<file path="config.mk">
export PLATFORM = sky130hd
export DESIGN_NAME = wptr_handler
export DESIGN_NICKNAME = d
export VERILOG_FILES = /design/src/rtl/wptr_handler_pkg.sv /design/src/rtl/wptr_handler_gray2bin.sv /design/src/rtl/wptr_handler.sv
export SDC_FILE = /design/constraint.sdc
export NUM_CORES = 1
export LEC_CHECK = 0
export ABC_AREA = 1
export ABC_CLOCK_PERIOD_IN_PS = 3400
export CORE_MARGIN = 4
export CORE_UTILIZATION = 46
export DETAILED_ROUTE_END_ITERATION = 8
export PLACE_DENSITY = 0.77
export RECOVER_POWER = 100
export SYNTH_ARGS = -nofsm -noshare
export SYNTH_HDL_FRONTEND = slang
export SYNTH_HIERARCHICAL = 1
export SYNTH_SLANG_ARGS = --single-unit
</file>
<file path="constraint.sdc">
create_clock -name clk -period 3.4 [get_ports clk]
set_clock_uncertainty 0.2 [all_clocks]
set_input_delay 1.02 -clock clk [delete_from_list [all_inputs] [get_ports clk]]
set_output_delay 1.02 -clock clk [all_outputs]
set_load 0.005 [all_outputs]
</file>
<file path="src/rtl/wptr_handler_pkg.sv">
// ---------------------------------------------------------------------------
// wptr_handler_pkg
// Shared FIFO pointer helpers used by both the write-side and read-side
// pointer handlers.
//
// Contents:
//   PTR_MAX   widest pointer the helpers handle; narrower pointers are
//             zero-extended in and size-cast back out by the caller
//   bin2gray  binary -> reflected Gray code
//   gray2bin  reflected Gray code -> binary (XOR prefix from the MSB down)
// ---------------------------------------------------------------------------
package wptr_handler_pkg;

  localparam int PTR_MAX = 16;

  // A Gray value is the binary value XORed with itself shifted right by one.
  // Zero-extension leaves the low bits unchanged, so one width serves every
  // pointer size up to PTR_MAX.
  function automatic logic [PTR_MAX-1:0] bin2gray(input logic [PTR_MAX-1:0] bin);
    return bin ^ (bin >> 1);
  endfunction

  // Each binary bit is the XOR of all Gray bits at or above it. Zero
  // upper bits contribute nothing, so any width up to PTR_MAX works.
  function automatic logic [PTR_MAX-1:0] gray2bin(input logic [PTR_MAX-1:0] gray);
    logic [PTR_MAX-1:0] bin;
    bin = '0;
    for (int i = 0; i < PTR_MAX; i++) begin
      bin[i] = ^(gray >> i);
    end
    return bin;
  endfunction

endpackage

</file>
<file path="src/rtl/wptr_handler_gray2bin.sv">
// ---------------------------------------------------------------------------
// gray2bin
// Combinational Gray-to-binary converter. The write-side pointer handler
// uses it to turn the synchronized read pointer back into a binary count.
//
// Ports:
//   i_gray  in   WIDTH  Gray-coded pointer
//   o_bin   out  WIDTH  equivalent binary pointer
// ---------------------------------------------------------------------------
module gray2bin #(
  parameter int WIDTH = 4
) (
  input  logic [WIDTH-1:0] i_gray,
  output logic [WIDTH-1:0] o_bin
);

  // Prefix XOR from the MSB down. Shifting right by i and reducing gives the
  // XOR of bits i..WIDTH-1 with no variable part-select.
  always_comb begin
    o_bin = '0;
    for (int i = 0; i < WIDTH; i++) begin
      o_bin[i] = ^(i_gray >> i);
    end
  end

endmodule

</file>
<file path="src/rtl/wptr_handler.sv">
// ---------------------------------------------------------------------------
// wptr_handler
// Write-domain pointer handler for an asynchronous FIFO. It keeps the binary
// write pointer and publishes its Gray form to the read domain. It also
// derives the full, almost-full and occupancy flags from the synchronized
// read pointer, and records any write attempted while full.
//
// Ports:
//   clk          in   1            write-domain clock
//   rst          in   1            synchronous active-high reset
//   w_en         in   1            producer write request
//   rptr_sync    in   PTR_WIDTH+1  Gray read pointer, already synchronized
//   w_ack        out  1            write accepted this cycle (memory write enable)
//   waddr        out  PTR_WIDTH    memory write address
//   wptr         out  PTR_WIDTH+1  registered Gray write pointer
//   full         out  1            registered full flag
//   almost_full  out  1            registered, wlevel >= AFULL_THRESH
//   wlevel       out  PTR_WIDTH+1  registered occupancy estimate
//   overflow     out  1            sticky: write requested while full
// ---------------------------------------------------------------------------
module wptr_handler
  import wptr_handler_pkg::*;
#(
  parameter int PTR_WIDTH    = 3,
  parameter int AFULL_THRESH = 6
) (
  input  logic                 clk,
  input  logic                 rst,
  input  logic                 w_en,
  input  logic [PTR_WIDTH:0]   rptr_sync,
  output logic                 w_ack,
  output logic [PTR_WIDTH-1:0] waddr,
  output logic [PTR_WIDTH:0]   wptr,
  output logic                 full,
  output logic                 almost_full,
  output logic [PTR_WIDTH:0]   wlevel,
  output logic                 overflow
);

  localparam logic [PTR_WIDTH:0] AFULL_LVL = AFULL_THRESH[PTR_WIDTH:0];

  logic [PTR_WIDTH:0] r_wbin;
  logic [PTR_WIDTH:0] r_wgray;
  logic               r_full;
  logic               r_almostFull;
  logic [PTR_WIDTH:0] r_wlevel;
  logic               r_overflow;

  logic [PTR_WIDTH:0] w_rbin;
  logic [PTR_WIDTH:0] w_wbinNext;
  logic [PTR_WIDTH:0] w_wgrayNext;
  logic [PTR_WIDTH:0] w_fullGray;
  logic [PTR_WIDTH:0] w_levelNext;

  // Binary copy of the synchronized read pointer, used for the level math.
  gray2bin #(
    .WIDTH(PTR_WIDTH + 1)
  ) u_rptrConv (
    .i_gray(rptr_sync),
    .o_bin (w_rbin)
  );

  // w_ack uses the registered full flag, so a write that arrives in the
  // same cycle the reader frees a slot waits one cycle.
  assign w_ack = w_en & ~r_full;

  // Next-pointer math. The modulo 2^(PTR_WIDTH+1) wrap comes free from the
  // vector width. The Gray conversion goes through the shared package
  // helper at its fixed width and is cast back down.
  assign w_wbinNext  = r_wbin + {{PTR_WIDTH{1'b0}}, w_ack};
  assign w_wgrayNext = (PTR_WIDTH + 1)'(bin2gray(PTR_MAX'(w_wbinNext)));
  assign w_levelNext = w_wbinNext - w_rbin;

  // The write pointer has lapped the read pointer exactly once when its Gray
  // code equals the read pointer's Gray code with the top two bits inverted.
  assign w_fullGray = {~rptr_sync[PTR_WIDTH:PTR_WIDTH-1], rptr_sync[PTR_WIDTH-2:0]};

  // All write-domain state. The binary and Gray pointers load together each
  // edge, so wptr changes at most one bit per cycle as the read-domain
  // synchronizer requires. Overflow is sticky until reset.
  always_ff @(posedge clk) begin
    if (rst) begin
      r_wbin       <= '0;
      r_wgray      <= '0;
      r_full       <= 1'b0;
      r_almostFull <= 1'b0;
      r_wlevel     <= '0;
      r_overflow   <= 1'b0;
    end else begin
      r_wbin       <= w_wbinNext;
      r_wgray      <= w_wgrayNext;
      r_full       <= (w_wgrayNext == w_fullGray);
      r_almostFull <= (w_levelNext >= AFULL_LVL);
      r_wlevel     <= w_levelNext;
      if (w_en && r_full) begin
        r_overflow <= 1'b1;
      end
    end
  end

  assign waddr       = r_wbin[PTR_WIDTH-1:0];
  assign wptr        = r_wgray;
  assign full        = r_full;
  assign almost_full = r_almostFull;
  assign wlevel      = r_wlevel;
  assign overflow    = r_overflow;

endmodule
</file>
==> qor.yml <==
run_status:
  status: "complete, no violations"
cts:
  htree_num_levels: 1
  cts_resized: 1
  cts_buffer_depth: 2
  cts_tree: "done"
  post_cts_buffers: 0
  cts_hold_buf: 0
  clk-insertion-delay-late_ns: 0.27
  clkSlewWorstSetupHoldPaths_ns: 0.09
  cts_sinks: 14
  cts-root-buf: "clkbuf_4"
  numCtsBuffers: 3
timing:
  rsz0062_at_grt: "false"
  period_minus_slack_ns: 3.177
  worst_hold_slack_ns: 0.2705
  hold_viol: 0
  slew_headroom: 0.7029
  setup_violations: 0
  period_share: 0.9344
  worstMarginPinSlew_ns: 0.4442
  tns_ns: 0
  fin_ws_ns: 0.2231
  max_freq_ghz: 0.3148
  slew_violations: 0
power:
  vdd_drop_max_mv: 0.3099
  p_leak_uw: 0.0006322
  powerDensity_nw_per_um2: 394.4
die:
  rows: 15
  core_sq_um: 1708
  die_y_um: 50.31
  initial_core_util: 0.4821
  die_area_sq_um: 2531
  die_w_um: 50.31
  num_io_pins: 22
route:
  drc_errors: 0
  drtIter0Drc: 8
  viasPerCell: 4.592
  antenna_left: 0
  routed_wl_mm: 1.790
  vias: 822
  drt-pass1-iter-count: 4
  wl_per_cell_um: 10.00
global_routing:
  track_usage: 0.1509
  antenna_found_initial: 0
  grt_pass1_vias: 763
  grt_overflow_total: 0
  grt_max_degree: 13
  grt_first_pass_wirelength_mm: 2.953
worst_setup_path:
  cp_top_family: "simple AND/OR/NAND/NOR gates"
  critPathMaxStageDelay_ns: 0.48
  path_max_fanout: 4
  crit_chain: "clkdlybuf4s50_1 > inv_1 > nor2_1 > ha_1 > ha_1 > nand2_1 > nand2_4 > inv_1 > ha_1 > a21oi_1 > nor2b_1 > nand3_1 > nand3_1 > nand2_1"
  cp.arrival_ns: 3.15
  worst-path-buf-inv: 3
  crit_path_end_kind: "register"
  cp_slowest_cell: "clkdlybuf4s50_1"
  required_ns: 3.38
  cpMostUsedCell: "ha_1"
  startpoint_type: "input pin"
  worst-setup-path-type: "in2reg"
placed_design:
  place_ws_ns: -0.06430
  post-dp-hpwl_mm: 1.538
  postPlaceCellArea_sq_um: 1114
  io_buffer_count: 21
  place_congestion: 0.8494
cells_and_area:
  drive_gt1_frac: 0.1104
  fin_area_sq_um: 1131
  layout_commonest_cell: "nand2_1"
  layout_common_cells: "nand2_1 (38), inv_1 (22), nor2_1 (15), dlygate4sd3_1 (15), dfxtp_1 (14)"
  syn_to_final_growth_pct: 37.39
  antenna_cells: 0
  fin_nets: 168
yosys:
  synth.distinct_cells: 19
  synth-seq-cells: 14
  syn-cell-area_sq_um: 823.3
  ys_warn_count: 6
  postSynthCellCount: 123
  synth_nets: 136
  seq_area_frac_synth: 0.3404
  syn_avg_cell_area_sq_um: 6.693
worst_hold_path:
  holdCritPathClass: "reg2reg"
run:
  maxCapViolations: 0
==> worst reg2reg max path: cells and delay by family (launching register included) <==
kind / cells / cell delay, ns
AO/OA/AOI/OAI: 1 / 0.19
adder cells (fa/ha/maj): 3 / 0.72
buffers and inverters: 2 / 0.12
flip-flops: 1 / 0.37
AND/OR/NAND/NOR: 7 / 0.59
==> cells by family after synthesis <==
family,Yosys count,synth area share
buffers and inverters,24,0.1140
AOI/OAI and AO/OA,4,0.02430
and+or+nand+nor,74,0.4103
adders and majority gates,6,0.1003
DFF,14,0.3404
xor gates and xnor gates,1,0.01064
==> layer usage <==
layer  part of all wire  wire, um  track usage
met1               0.42       751       0.1679
met2               0.52       934       0.2717
met3              0.051        91      0.03264
met4             0.0067        12      0.06726
met5                  0         0            0
==> registers in the layout, summed over array words and instances (netlist names) <==
signal       flops
r_wbin           4
wlevel           4
wptr             3
almost_full      1
full             1
overflow         1
==> area by class of cell <==
type	instances	area, sq um
well taps	25	31.28
clock buffers	4	36.28
repair buffers	29	261.5
inverters	22	82.58
multi-input cells	85	439.2
flip-flops and latches	14	280.3
fillers	159	576.8
==> through the flow <==
stage / utilization / total power (uW) / instances
floorplan: - / 272.3 / 123
global placement: 0.6520 / 340.0 / 175
detailed placement: 0.6520 / 345.7 / 175
CTS: 0.6725 / 460.2 / 179
global route: 0.6623 / 477.7 / 179
finish: 0.6623 / 446.0 / 179
==> report_power, final <==
group | switching, uW | internal [uW] | leakage, uW
Combinational | 69.7 | 69.9 | 0.000496
Sequential | 5.86 | 182 | 0.000115
Clock | 53.1 | 65.0 | 0.0000210
==> synthesized netlist by cell type, drive strengths merged <==
cell	instances	area [sq um]
buf	1	7.510
xnor2	1	8.760
nand3	10	50.05
o21ai	1	5.000
fa	1	20.02
ha	5	62.56
inv	22	82.58
nand2	44	200.2
a21oi	3	15.01
clkbuf	1	3.750
nor2b	1	6.260
and2	1	6.260
or2	1	6.260
nand4	2	12.51
dfxtp	14	280.3
nor2	15	56.30
==> worst paths after layout <==
path              cells past startpoint                   from  slack (ns)                      to
hold / removal                        2  overflow$_SDFFE_PP0P_        0.27   overflow$_SDFFE_PP0P_
setup reg to reg                     13        full$_SDFF_PP0_        1.12  almost_full$_SDFF_PP0_
hold reg to reg                       2  overflow$_SDFFE_PP0P_        0.27   overflow$_SDFFE_PP0P_
setup / recovery                     14                   w_en        0.22  almost_full$_SDFF_PP0_
Note: power is estimated with default switching activity, not from simulation.
